--- src/rtl/mem_arbiter.sv ---
// Two-port memory arbiter: fetch and data requesters share one memory port.
// Data wins ties until fetch has been passed over STARVE_MAX times in a row.
module mem_arbiter #(
  parameter int unsigned WAIT_CYCLES = 1,
  parameter int unsigned STARVE_MAX  = 3
) (
  input  logic        clk,
  input  logic        rst,
  input  logic        if_req,
  input  logic [31:0] if_addr,
  output logic [31:0] if_rdata,
  output logic        if_ready,
  input  logic        dm_req,
  input  logic        dm_we,
  input  logic [3:0]  dm_be,
  input  logic [31:0] dm_addr,
  input  logic [31:0] dm_wdata,
  output logic [31:0] dm_rdata,
  output logic        dm_ready,
  output logic        mem_en,
  output logic        mem_we,
  output logic [3:0]  mem_be,
  output logic [31:0] mem_addr,
  output logic [31:0] mem_wdata,
  input  logic [31:0] mem_rdata,
  output logic        stall_f,
  output logic        stall_m,
  output logic        busy
);

  typedef enum logic [1:0] {IDLE, ACC_IF, ACC_DM} state_t;

  localparam logic [2:0] STARVE_LIM = 3'(STARVE_MAX);
  localparam logic [3:0] WAIT_LIM   = 4'(WAIT_CYCLES);

  state_t      state_q,     state_d;
  logic [2:0]  starve_q,    starve_d;
  logic [3:0]  wait_q,      wait_d;
  logic        lat_we_q,    lat_we_d;
  logic        mem_en_q,    mem_en_d;
  logic        mem_we_q,    mem_we_d;
  logic [3:0]  mem_be_q,    mem_be_d;
  logic [31:0] mem_addr_q,  mem_addr_d;
  logic [31:0] mem_wdata_q, mem_wdata_d;
  logic [31:0] if_rdata_q,  if_rdata_d;
  logic [31:0] dm_rdata_q,  dm_rdata_d;
  logic        if_ready_q,  if_ready_d;
  logic        dm_ready_q,  dm_ready_d;
  logic        grant_dm;
  logic        grant_if;

  always_comb begin
    state_d     = state_q;
    starve_d    = starve_q;
    wait_d      = wait_q;
    lat_we_d    = lat_we_q;
    mem_en_d    = 1'b0;
    mem_we_d    = 1'b0;
    mem_be_d    = mem_be_q;
    mem_addr_d  = mem_addr_q;
    mem_wdata_d = mem_wdata_q;
    if_rdata_d  = if_rdata_q;
    dm_rdata_d  = dm_rdata_q;
    if_ready_d  = 1'b0;
    dm_ready_d  = 1'b0;
    grant_dm    = 1'b0;
    grant_if    = 1'b0;

    case (state_q)
      IDLE: begin
        grant_dm = dm_req && !(if_req && (starve_q == STARVE_LIM));
        grant_if = if_req && !grant_dm;
        if (grant_dm) begin
          state_d     = ACC_DM;
          wait_d      = '0;
          lat_we_d    = dm_we;
          mem_en_d    = 1'b1;
          mem_we_d    = dm_we;
          mem_be_d    = dm_be;
          mem_addr_d  = dm_addr;
          mem_wdata_d = dm_wdata;
          if (if_req && (starve_q < STARVE_LIM)) begin
            starve_d = starve_q + 3'd1;
          end
        end else if (grant_if) begin
          state_d     = ACC_IF;
          wait_d      = '0;
          lat_we_d    = 1'b0;
          mem_en_d    = 1'b1;
          mem_be_d    = '1;
          mem_addr_d  = if_addr;
          mem_wdata_d = '0;
          starve_d    = '0;
        end
      end
      ACC_IF, ACC_DM: begin
        // First in-access edge closes the mem_en cycle; WAIT_CYCLES more edges follow.
        if (wait_q == WAIT_LIM) begin
          state_d = IDLE;
          wait_d  = '0;
          if (state_q == ACC_IF) begin
            if_ready_d = 1'b1;
            if_rdata_d = mem_rdata;
          end else begin
            dm_ready_d = 1'b1;
            if (!lat_we_q) begin
              dm_rdata_d = mem_rdata;
            end
          end
        end else begin
          wait_d = wait_q + 4'd1;
        end
      end
      default: state_d = IDLE;
    endcase
  end

  always_ff @(posedge clk or posedge rst) begin
    if (rst) begin
      state_q     <= IDLE;
      starve_q    <= '0;
      wait_q      <= '0;
      lat_we_q    <= 1'b0;
      mem_en_q    <= 1'b0;
      mem_we_q    <= 1'b0;
      mem_be_q    <= '0;
      mem_addr_q  <= '0;
      mem_wdata_q <= '0;
      if_rdata_q  <= '0;
      dm_rdata_q  <= '0;
      if_ready_q  <= 1'b0;
      dm_ready_q  <= 1'b0;
    end else begin
      state_q     <= state_d;
      starve_q    <= starve_d;
      wait_q      <= wait_d;
      lat_we_q    <= lat_we_d;
      mem_en_q    <= mem_en_d;
      mem_we_q    <= mem_we_d;
      mem_be_q    <= mem_be_d;
      mem_addr_q  <= mem_addr_d;
      mem_wdata_q <= mem_wdata_d;
      if_rdata_q  <= if_rdata_d;
      dm_rdata_q  <= dm_rdata_d;
      if_ready_q  <= if_ready_d;
      dm_ready_q  <= dm_ready_d;
    end
  end

  assign mem_en    = mem_en_q;
  assign mem_we    = mem_we_q;
  assign mem_be    = mem_be_q;
  assign mem_addr  = mem_addr_q;
  assign mem_wdata = mem_wdata_q;
  assign if_rdata  = if_rdata_q;
  assign dm_rdata  = dm_rdata_q;
  assign if_ready  = if_ready_q;
  assign dm_ready  = dm_ready_q;
  assign busy      = (state_q != IDLE);
  assign stall_f   = if_req & ~if_ready_q;
  assign stall_m   = dm_req & ~dm_ready_q;

endmodule
--- config.mk ---
export PLATFORM = sky130hd
export DESIGN_NAME = mem_arbiter
export DESIGN_NICKNAME = d
export VERILOG_FILES = /design/src/rtl/mem_arbiter.sv
export SDC_FILE = /design/constraint.sdc
export NUM_CORES = 1
export LEC_CHECK = 0
export ABC_AREA = 1
export BUFFER_PORTS_ARGS = -buffer_cell sky130_fd_sc_hd__buf_2
export CAP_MARGIN = 20
export CORE_ASPECT_RATIO = 0.9
export CORE_MARGIN = 2
export CORE_UTILIZATION = 48
export DETAILED_ROUTE_END_ITERATION = 8
export PLACE_DENSITY = 0.8
export SYNTH_ARGS = -nofsm -noshare
export SYNTH_HDL_FRONTEND = slang
export SYNTH_SLANG_ARGS = --single-unit
export TNS_END_PERCENT = 100
--- constraint.sdc ---
create_clock -name clk -period 4.8 [get_ports clk]
set_input_delay 0.24 -clock clk [delete_from_list [all_inputs] [get_ports clk]]
set_output_delay 0.24 -clock clk [all_outputs]
set_load 0.01 [all_outputs]
==> results by group <==
Critical path
  • CP bufs+invs: 1
  • Crit path max-delay family: simple AND/OR/NAND/NOR gates
  • Reg-to-reg startpoint: starve_q[0]
  • CP cell instances: ha_1 > ha_1 > nand2_2 > nand2_4 > nor2_8 > inv_2 > nor2_1 > nor2_1
  • Flop2flop setup slack: 2.76 ns
  • CP Launch Type: flop
  • Largest fanout on the critical path: 36
  • Crit end category: flop
  • Max incr delay on CP: 0.49 ns
  • Req. time, crit path: 5.10 ns
  • Slowest stage cell on the critical path: nor2_8
  • Setup crit start: starve_q[0]
  • Worst path arrival time: 2.34 ns
  • WS Path Type: flop to flop

Logic synthesis
  • Gate count of the mapped netlist: 722
  • Sequential fraction of the synthesis area: 0.581
  • Syn nets: 865
  • Synth async-reset ratio: 1.00
  • Synth top area share: 0.581
  • Synth cell types: 26
  • Synth warn: 0
  • Cell taking the most area after synthesis: dfrtp_1
  • Most frequent cell after synthesis: nand2_1
  • EDFF count, synth: 0
  • Syn Area/Cell: 8.71 µm²
  • Dominant synthesized flop cell: dfrtp_1
  • Synth area leaders: dfrtp_1, nand2_1, inv_1, o21ai_2, buf_6
  • Synth cell count leaders: nand2_1, dfrtp_1, inv_1, o21ai_0, o21ai_1
  • Mapped Area: 6290 µm²
  • Synthesis-stage register bit count: 146

Die
  • Die width: 125 µm
  • # rows: 39
  • Total core area: 12700 µm²
  • Initial Utilization: 0.494
  • I/O pin cnt: 276
  • Die height: 113 µm
  • Die area: 14000 µm²

Global route
  • Total routing usage reported by global routing: 0.232
  • Total global routing overflow: 0
  • Largest net degree at the start of global routing: 106
  • Grt met1 use: 0.293
  • Global routing usage on met3: 0.0710
  • Global-route wire length before repair: 26100 µm
  • GR peak layer: met2
  • Vias in the first global route: 5393
  • Initial antenna violation count: 0
  • Met2 Use GR: 0.375

Clock network
  • Root Buffer Master: clkbuf_16
  • CTS tree: done
  • Number of hold buffers added after cts: 0
  • Clk_lat worst skew: 0.41 ns
  • Setup Buffers After CTS: 0
  • Clock Path Buffers: 2
  • Clock buffer count from CTS: 17
  • Post-CTS resize count: 0
  • Clock-pin slew on the worst setup and hold paths: 0.06 ns
  • Clk sink count: 146
  • H-tree depth: 4

STA
  • Final Hold Viols: 0
  • Slew at the pin closest to its max-slew limit: 0.895 ns
  • Final worst path period need: 2.04 ns
  • Max-slew headroom: 0.403
  • Fin. max-slew vios: 0
  • Period utilization: 0.424
  • Final Setup Violations: 0
  • F_max: 491 MHz
  • Post-Route Setup TNS: 0 ns
  • RSZ-0062 raised after global routing: false
  • Final Skew: 0.00753 ns

Finish
  • Layout Nets: 1127
  • Post-layout util: 0.644
  • Share of layout cells above drive strength 1: 0.341
  • # diodes: 0
  • Fillers: 1113
  • Area Overhead vs Synth: 30.4%

Routing
  • Drt wl/cell: 13.5 µm
  • DRT Wirelength: 15700 µm
  • Antenna-violating nets left: 0
  • 1st-iter DRT viols: 421
  • DR vias: 5466
  • Vias/cell: 4.71
  • Drt drc: 0
  • Drt first pass iters: 5

Min path
  • Worst Hold Launch: dm_wdata[4]
  • Hold/Removal Path Class: primary input to flop

Place
  • Port-buffer cells: 275
  • Final Wtd Congestion: 0.844
  • Hpwl dp: 11100 µm

Run status
  • Status: finished, final reports clean

Pwr
  • Leak Pwr: 4.85 nW
  • Peak VDD IR: 0.000410 V
  • Pwr/cell area: 681 nW/µm²

Flow run
  • Total of max-cap violations: 0
[metrics by stage]
step	cells	worst slack (ns)	total power, W	cell area [µm²]	hold WS [ns]
finish	1160	2.76	0.00558	8200	0.0222
global route	1160	2.53	0.00599	8200	0.0177
CTS	1160	2.73	0.00564	8200	0.00336
detailed placement	1129	2.74	0.00429	7600	0.441
global placement	1129	2.77	0.00422	7600	0.434
floorplan	722	0.637	0.00347	6290	0.350
[report_power, final]
group	total [W]	leakage, nW	internal, W	switching [W]
Clock	0.00133	0.290	0.000842	0.000484
Combinational	0.00213	2.75	0.000810	0.00132
Sequential	0.00213	1.81	0.00183	0.000304
[tightest hold or removal path, stage by stage]
cell	delay, ns
buf_2	0.08
nand2_1	0.04
nand2_1	0.04
[final cells by class]
type,instances,area (µm²),share of cell area
clock inverters,9,130,0.0159
clock buffers,22,464,0.0566
multi-input cells,489,2140,0.262
inverters,52,203,0.0247
well taps,164,205,0.0250
flip-flops and latches,146,3650,0.446
repair buffers,278,1400,0.171
[final timing paths]
check / cells past startpoint / end
min: 3 / mem_wdata[4]
max reg2reg: 8 / mem_be[1]
min in group asynchronous: 2 / if_rdata[27]
max in group asynchronous: 3 / state_q[1]
min reg2reg: 2 / mem_addr[14]
max: 8 / mem_be[1]
[layout by cell type, fill, tap and decap left out, types with 3 or more instances in the layout]
cell	n
clkbuf_16	17
ha_1	6
inv_1	46
nand2_2	3
clkinv_2	3
buf_2	275
bufinv_16	3
buf_4	3
dfrtp_1	146
nand2_1	375
clkbuf_1	3
o21ai_1	23
nor2_1	17
inv_2	4
o21ai_2	20
nand3_1	8
nand4_1	4
o21ai_0	25
[flip-flops by register name, summed over array words and instances (netlist names)]
register and count:
state_q 2, wait_q 4, mem_en 1, mem_addr 32, if_ready 1, mem_be 4, lat_we_q 1, starve_q 3
mem_wdata 32, dm_rdata 32, if_rdata 32, dm_ready 1, mem_we 1
[cells by family (layout without fill, tap and decap cells)]
kind of cell,after synthesis,after routing,share of synthesized area
mux,1,1,0.00159
flops,146,146,0.581
compound gates,71,71,0.0706
fa+ha+maj,6,6,0.0119
simple gates,411,411,0.257
buf+inv,87,361,0.0778
[routing by layer]
metal | share of wire | wire length [µm]
met1 | 0.42 | 6580
met2 | 0.49 | 7650
met3 | 0.058 | 910
met4 | 0.033 | 515
met5 | 0 | 0
No activity file was read; power rests on OpenSTA's default activity.
